`config.mk`:
```
export PLATFORM = sky130hd
export DESIGN_NAME = serial_par_rx
export DESIGN_NICKNAME = d
export VERILOG_FILES = /design/src/rtl/serial_par_rx_pkg.sv /design/src/rtl/serial_par_rx_comma_align_fsm.sv /design/src/rtl/serial_par_rx.sv
export SDC_FILE = /design/constraint.sdc
export NUM_CORES = 1
export LEC_CHECK = 0
export ABC_AREA = 1
export CAP_MARGIN = 10
export CORE_ASPECT_RATIO = 0.6
export CORE_MARGIN = 1.5
export CORE_UTILIZATION = 46
export DETAILED_ROUTE_END_ITERATION = 10
export MAX_ROUTING_LAYER = met4
export PLACE_DENSITY = 0.68
export SYNTH_ARGS = -nofsm -noshare
export SYNTH_HDL_FRONTEND = slang
export SYNTH_HIERARCHICAL = 1
export SYNTH_SLANG_ARGS = --single-unit
```
`constraint.sdc`:
```
create_clock -name clk_32f -period 1.87 [get_ports clk_32f]
set_input_delay 0.2805 -clock clk_32f [delete_from_list [all_inputs] [get_ports clk_32f]]
set_output_delay 0.2805 -clock clk_32f [all_outputs]
set_load 0.005 [all_outputs]
```
`src/rtl/serial_par_rx_pkg.sv`:
```
// Shared phy receive/transmit definitions: alignment state encoding and
// default symbol parameters (also consumed by the tx serialiser).
package serial_par_rx_pkg;

    localparam int unsigned WIDTH_DEF       = 8;
    localparam logic [7:0]  COMMA_DEF       = 8'hBC;
    localparam int unsigned COMMA_COUNT_DEF = 4;

    typedef enum logic [1:0] {
        SEARCH = 2'd0,
        LOCK   = 2'd1,
        ACTIVE = 2'd2
    } align_state_e;

endpackage : serial_par_rx_pkg

```
`src/rtl/serial_par_rx_comma_align_fsm.sv`:
```
// Comma alignment FSM: finds symbol alignment on the comma, counts
// consecutive aligned commas, and tracks the symbol bit position.
// Ports:
//   clk_32f      in   bit clock
//   reset_L      in   async active-low reset
//   comma_hit_c  in   current WIDTH-bit window equals COMMA
//   boundary_c   out  window holds a complete aligned symbol (LOCK/ACTIVE)
//   active       out  registered: link aligned (state is ACTIVE)
module comma_align_fsm
    import serial_par_rx_pkg::*;
#(
    parameter int unsigned WIDTH       = WIDTH_DEF,
    parameter int unsigned COMMA_COUNT = COMMA_COUNT_DEF
) (
    input  logic clk_32f,
    input  logic reset_L,
    input  logic comma_hit_c,
    output logic boundary_c,
    output logic active
);

    localparam int unsigned CNT_W = (WIDTH > 1) ? $clog2(WIDTH) : 1;
    localparam int unsigned CC_W  = $clog2(COMMA_COUNT + 1);

    align_state_e     state_q, state_d;
    logic [CNT_W-1:0] bit_cnt_q, bit_cnt_d;
    logic [CC_W-1:0]  comma_cnt_q, comma_cnt_d;

    // State, counters and the active flag
    always_ff @(posedge clk_32f or negedge reset_L) begin
        if (!reset_L) begin
            state_q     <= SEARCH;
            bit_cnt_q   <= '0;
            comma_cnt_q <= '0;
            active      <= 1'b0;
        end else begin
            state_q     <= state_d;
            bit_cnt_q   <= bit_cnt_d;
            comma_cnt_q <= comma_cnt_d;
            active      <= (state_d == ACTIVE);
        end
    end

    // Next-state logic; bit_cnt only advances once an alignment candidate exists
    always_comb begin
        state_d     = state_q;
        bit_cnt_d   = bit_cnt_q;
        comma_cnt_d = comma_cnt_q;
        boundary_c  = (state_q != SEARCH) && (bit_cnt_q == CNT_W'(WIDTH - 1));

        unique case (state_q)
            SEARCH: begin
                bit_cnt_d = '0;
                if (comma_hit_c) begin
                    comma_cnt_d = CC_W'(1);
                    state_d     = (COMMA_COUNT == 1) ? ACTIVE : LOCK;
                end
            end
            LOCK: begin
                bit_cnt_d = boundary_c ? '0 : bit_cnt_q + CNT_W'(1);
                if (boundary_c) begin
                    if (comma_hit_c) begin
                        if (comma_cnt_q >= CC_W'(COMMA_COUNT - 1)) begin
                            comma_cnt_d = CC_W'(COMMA_COUNT);
                            state_d     = ACTIVE;
                        end else begin
                            comma_cnt_d = comma_cnt_q + CC_W'(1);
                        end
                    end else begin
                        // Misaligned or lost comma: slide again from scratch
                        comma_cnt_d = '0;
                        bit_cnt_d   = '0;
                        state_d     = SEARCH;
                    end
                end
            end
            ACTIVE: begin
                bit_cnt_d = boundary_c ? '0 : bit_cnt_q + CNT_W'(1);
            end
            default: begin
                state_d     = SEARCH;
                bit_cnt_d   = '0;
                comma_cnt_d = '0;
            end
        endcase
    end

endmodule : comma_align_fsm

```
`src/rtl/serial_par_rx.sv`:
```
// Serial-to-parallel receiver with comma alignment, upstream of the L2 demux.
// Ports:
//   clk_32f    in   bit clock, one serial bit per rising edge
//   reset_L    in   async active-low reset
//   data_in    in   serial stream, MSB of each symbol first
//   data_000   out  last received non-comma symbol, held between updates
//   valid_000  out  data_000 is a data symbol for the current symbol period
//   byte_stb   out  one-cycle pulse per symbol boundary while active
//   active     out  link aligned and synchronised
module serial_par_rx
    import serial_par_rx_pkg::*;
#(
    parameter int unsigned      WIDTH       = WIDTH_DEF,
    parameter logic [WIDTH-1:0] COMMA       = WIDTH'(COMMA_DEF),
    parameter int unsigned      COMMA_COUNT = COMMA_COUNT_DEF
) (
    input  logic             clk_32f,
    input  logic             reset_L,
    input  logic             data_in,
    output logic [WIDTH-1:0] data_000,
    output logic             valid_000,
    output logic             byte_stb,
    output logic             active
);

    logic [WIDTH-2:0] sr_q;
    logic [WIDTH-1:0] window_c;
    logic             comma_hit_c;
    logic             boundary_c;
    logic             sym_done_c;

    // Most recent WIDTH bits including the bit being sampled this edge
    assign window_c    = {sr_q, data_in};
    assign comma_hit_c = (window_c == COMMA);
    assign sym_done_c  = boundary_c && active;

    comma_align_fsm #(
        .WIDTH       (WIDTH),
        .COMMA_COUNT (COMMA_COUNT)
    ) u_fsm (
        .clk_32f     (clk_32f),
        .reset_L     (reset_L),
        .comma_hit_c (comma_hit_c),
        .boundary_c  (boundary_c),
        .active      (active)
    );

    // Shift register and symbol output registers
    always_ff @(posedge clk_32f or negedge reset_L) begin
        if (!reset_L) begin
            sr_q      <= '0;
            data_000  <= '0;
            valid_000 <= 1'b0;
            byte_stb  <= 1'b0;
        end else begin
            sr_q     <= window_c[WIDTH-2:0];
            byte_stb <= sym_done_c;
            if (sym_done_c) begin
                if (comma_hit_c) begin
                    valid_000 <= 1'b0;
                end else begin
                    data_000  <= window_c;
                    valid_000 <= 1'b1;
                end
            end
        end
    end

endmodule : serial_par_rx

```
==> impl_metrics.ini <==
[place]
gp_congestion = 0.808
post-dp-hpwl_um = 1550
port_buffers = 13

[clock_network]
post-cts-setup-buffers = 0
cts_hold_buf = 0
post_cts_resized = 0
worstSkewPairLatency_ps = 260
cts_buffer_depth = 2
cts-buffers-inserted = 3
cts.sinks = 26
cts_root_buffer = clkbuf_8
htree_levels = 1
cts_tree = done
clk_pin_slew_ps = 80

[floorplanning]
core.rowCount = 13
dieWidth_um = 68.4
start_util_pct = 51.5
core_mm2 = 0.00229
die_area_mm2 = 0.00289
die_h_um = 42.3
pin_count = 14

[pwr]
power.switching_w = 0.000245
switching_share_pct = 24.2
power_leakage_nw = 0.735
seqPwrFrac_pct = 59.8
clockPowerShare_pct = 29.9
p_comb_share_pct = 10.3
peakVddDrop_mv = 0.350
internal_power_w = 0.000767
p_per_area_mw_per_mm2 = 721

[timing]
tightest_slew_ps = 328
final-hold-violation-count = 0
finalCritPeriodShare_pct = 90.6
setup_viol_count_final = 0
fin_crit_ps = 1690
maxSlewViolCount = 0
skew_ps = 2.01
tns_ps = 0
relSlewSlack_pct = 78.1
max_freq_mhz = 590
rsz0062_at_grt = false

[global_route]
antenna_found_initial = 0
grt_pass1_wl_um = 3680
grt_max_degree = 27
grt_pass1_vias = 793
grt_use_met2_pct = 21.5
met3_usage_pct = 6.45
met1_usage_pct = 27.8
overflow = 0
top_usage_layer = met1
grt_usage_pct = 17.8

[yosys]
ys_seq_elements = 26
ys_warn_count = 6
synthCells = 128
syn_area_mm2 = 0.00118
synth_nets = 139
avgSynthCellArea_um2 = 9.23
synth_cell_types = 18
yosysSeqAreaShare_pct = 55.1

[layout]
syn_to_final_growth_pct = 19.0
final_common_cell = nand2_1
mostFrequentLayoutCells = 41 x nand2_1, 26 x dfrtp_1, 15 x inv_1
drive_above_1_share_pct = 12.3
fin_nets = 159
antennaDiodeCount = 0
utilization_pct = 61.3
fill_cells = 196

[route]
antenna_left = 0
wire_per_inst_um = 11.5
routed-via-count = 825
dr.first_iter.drc_count = 60
first_pass_iters = 4
drc = 0
wl_um = 2030
vias_per_cell = 4.69

[critical_path]
crit_type = reg2reg
cp-end-kind = register
arrival_ps = 1850
crit_path_start_kind = register
cp_max_fo = 10
slowest_delay_ps = 400
cpMostUsedCell = nand2_1
worstPathCellList = inv_1 > ha_1 > nor2_2 > nand2_1 > inv_2 > nand2_8 > nand2_1 > nand2_1
required_ps = 2030
cp_slowest_cell = dfrtp_1

[min_path]
hold_class = in2async

[outcome]
run_status = completed

[run]
cap_viol_max_count = 0
[layer usage]
layer  vias to the layer above  part of all wire (%)
li1                        434                     -
met1                       370                    57
met2                        19                    38
met3                         2                   4.8
met4                         0                  0.39
met5                         -                     0
[per-stage QoR]
step           area (um^2)  hold slack (ps)  power, W  setup slack [ps]  cells
6_report              1410              373   0.00101               176    176
5_1_grt               1410              391   0.00109              68.8    176
4_1_cts               1410              378   0.00103               191    176
3_5_place_dp          1360              385  0.000721               120    173
3_3_place_gp          1360              382  0.000718               201    173
2_1_floorplan         1180            -15.1  0.000684               488    128
[critical path, delay by kind of cell, from the launching register on]
family                     cells  cell delay, ps
DFF                            1             400
buffers and inverters          2             310
and+or+nand+nor                5             610
adders and majority gates      1             270
[cells in the mapped netlist]
library cell | number | area share, %
a21oi_2 | 2 | 1.5
dfrtp_1 | 26 | 55
ha_1 | 8 | 8.5
inv_1 | 15 | 4.8
inv_2 | 3 | 0.95
nand2_1 | 41 | 13
nand2_2 | 2 | 1.1
nand2_4 | 1 | 0.95
nand2_8 | 1 | 1.7
nand3_1 | 11 | 4.7
nand4_1 | 1 | 0.53
nor2_1 | 6 | 1.9
nor2_2 | 4 | 2.1
nor3_1 | 1 | 0.42
nor4_1 | 1 | 0.53
o211ai_1 | 1 | 0.64
o21ai_0 | 3 | 1.3
o21ai_1 | 1 | 0.42
[final timing paths]
check | from | end | slack [ps] | cells past startpoint
hold reg to reg | sr_q[3] | sr_q[4] | 400 | 0
max in group asynchronous | reset_L | data_000[2] | 1250 | 2
hold / removal | reset_L | u_fsm/comma_cnt_q[2] | 370 | 2
setup reg to reg | u_fsm/state_q[0] | data_000[1] | 180 | 8
min in group clk_32f | sr_q[3] | sr_q[4] | 400 | 0
setup / recovery | u_fsm/state_q[0] | data_000[1] | 180 | 8
[registers in the layout, indices dropped and copies added (netlist names)]
register,count
data_000,8
sr_q,7
u_fsm/bit_cnt_q,3
u_fsm/comma_cnt_q,3
u_fsm/state_q,2
byte_stb,1
u_fsm/active,1
valid_000,1
[kinds of logic (layout without fill, tap and decap cells)]
logic type / count (synthesis) / after routing / share of synthesized area (%)
DFF: 26 / 26 / 55.1
adders and majority gates: 8 / 8 / 8.47
and+or+nand+nor: 69 / 69 / 26.9
buffers and inverters: 18 / 36 / 5.72
AOI/OAI and AO/OA: 7 / 7 / 3.81
[layout make-up]
class | count | area [um^2] | area share [%]
Timing Repair Buffer | 15 | 145 | 10.3
Sequential cell | 26 | 651 | 46.3
Multi-Input combinational cell | 84 | 463 | 32.9
Inverter | 18 | 67.6 | 4.81
Clock buffer | 3 | 41.3 | 2.94
Tap cell | 30 | 37.5 | 2.67
[power groups by stage]
stage          clock, W  sequential, W  combinational, W
3_5_place_dp          0       0.000615          0.000106
5_1_grt        0.000355       0.000610          0.000123
6_report       0.000302       0.000606          0.000105
3_3_place_gp          0       0.000615          0.000103
4_1_cts        0.000323       0.000605          0.000106
2_1_floorplan         0       0.000610         0.0000735
Power figures use the tool's default switching activity.
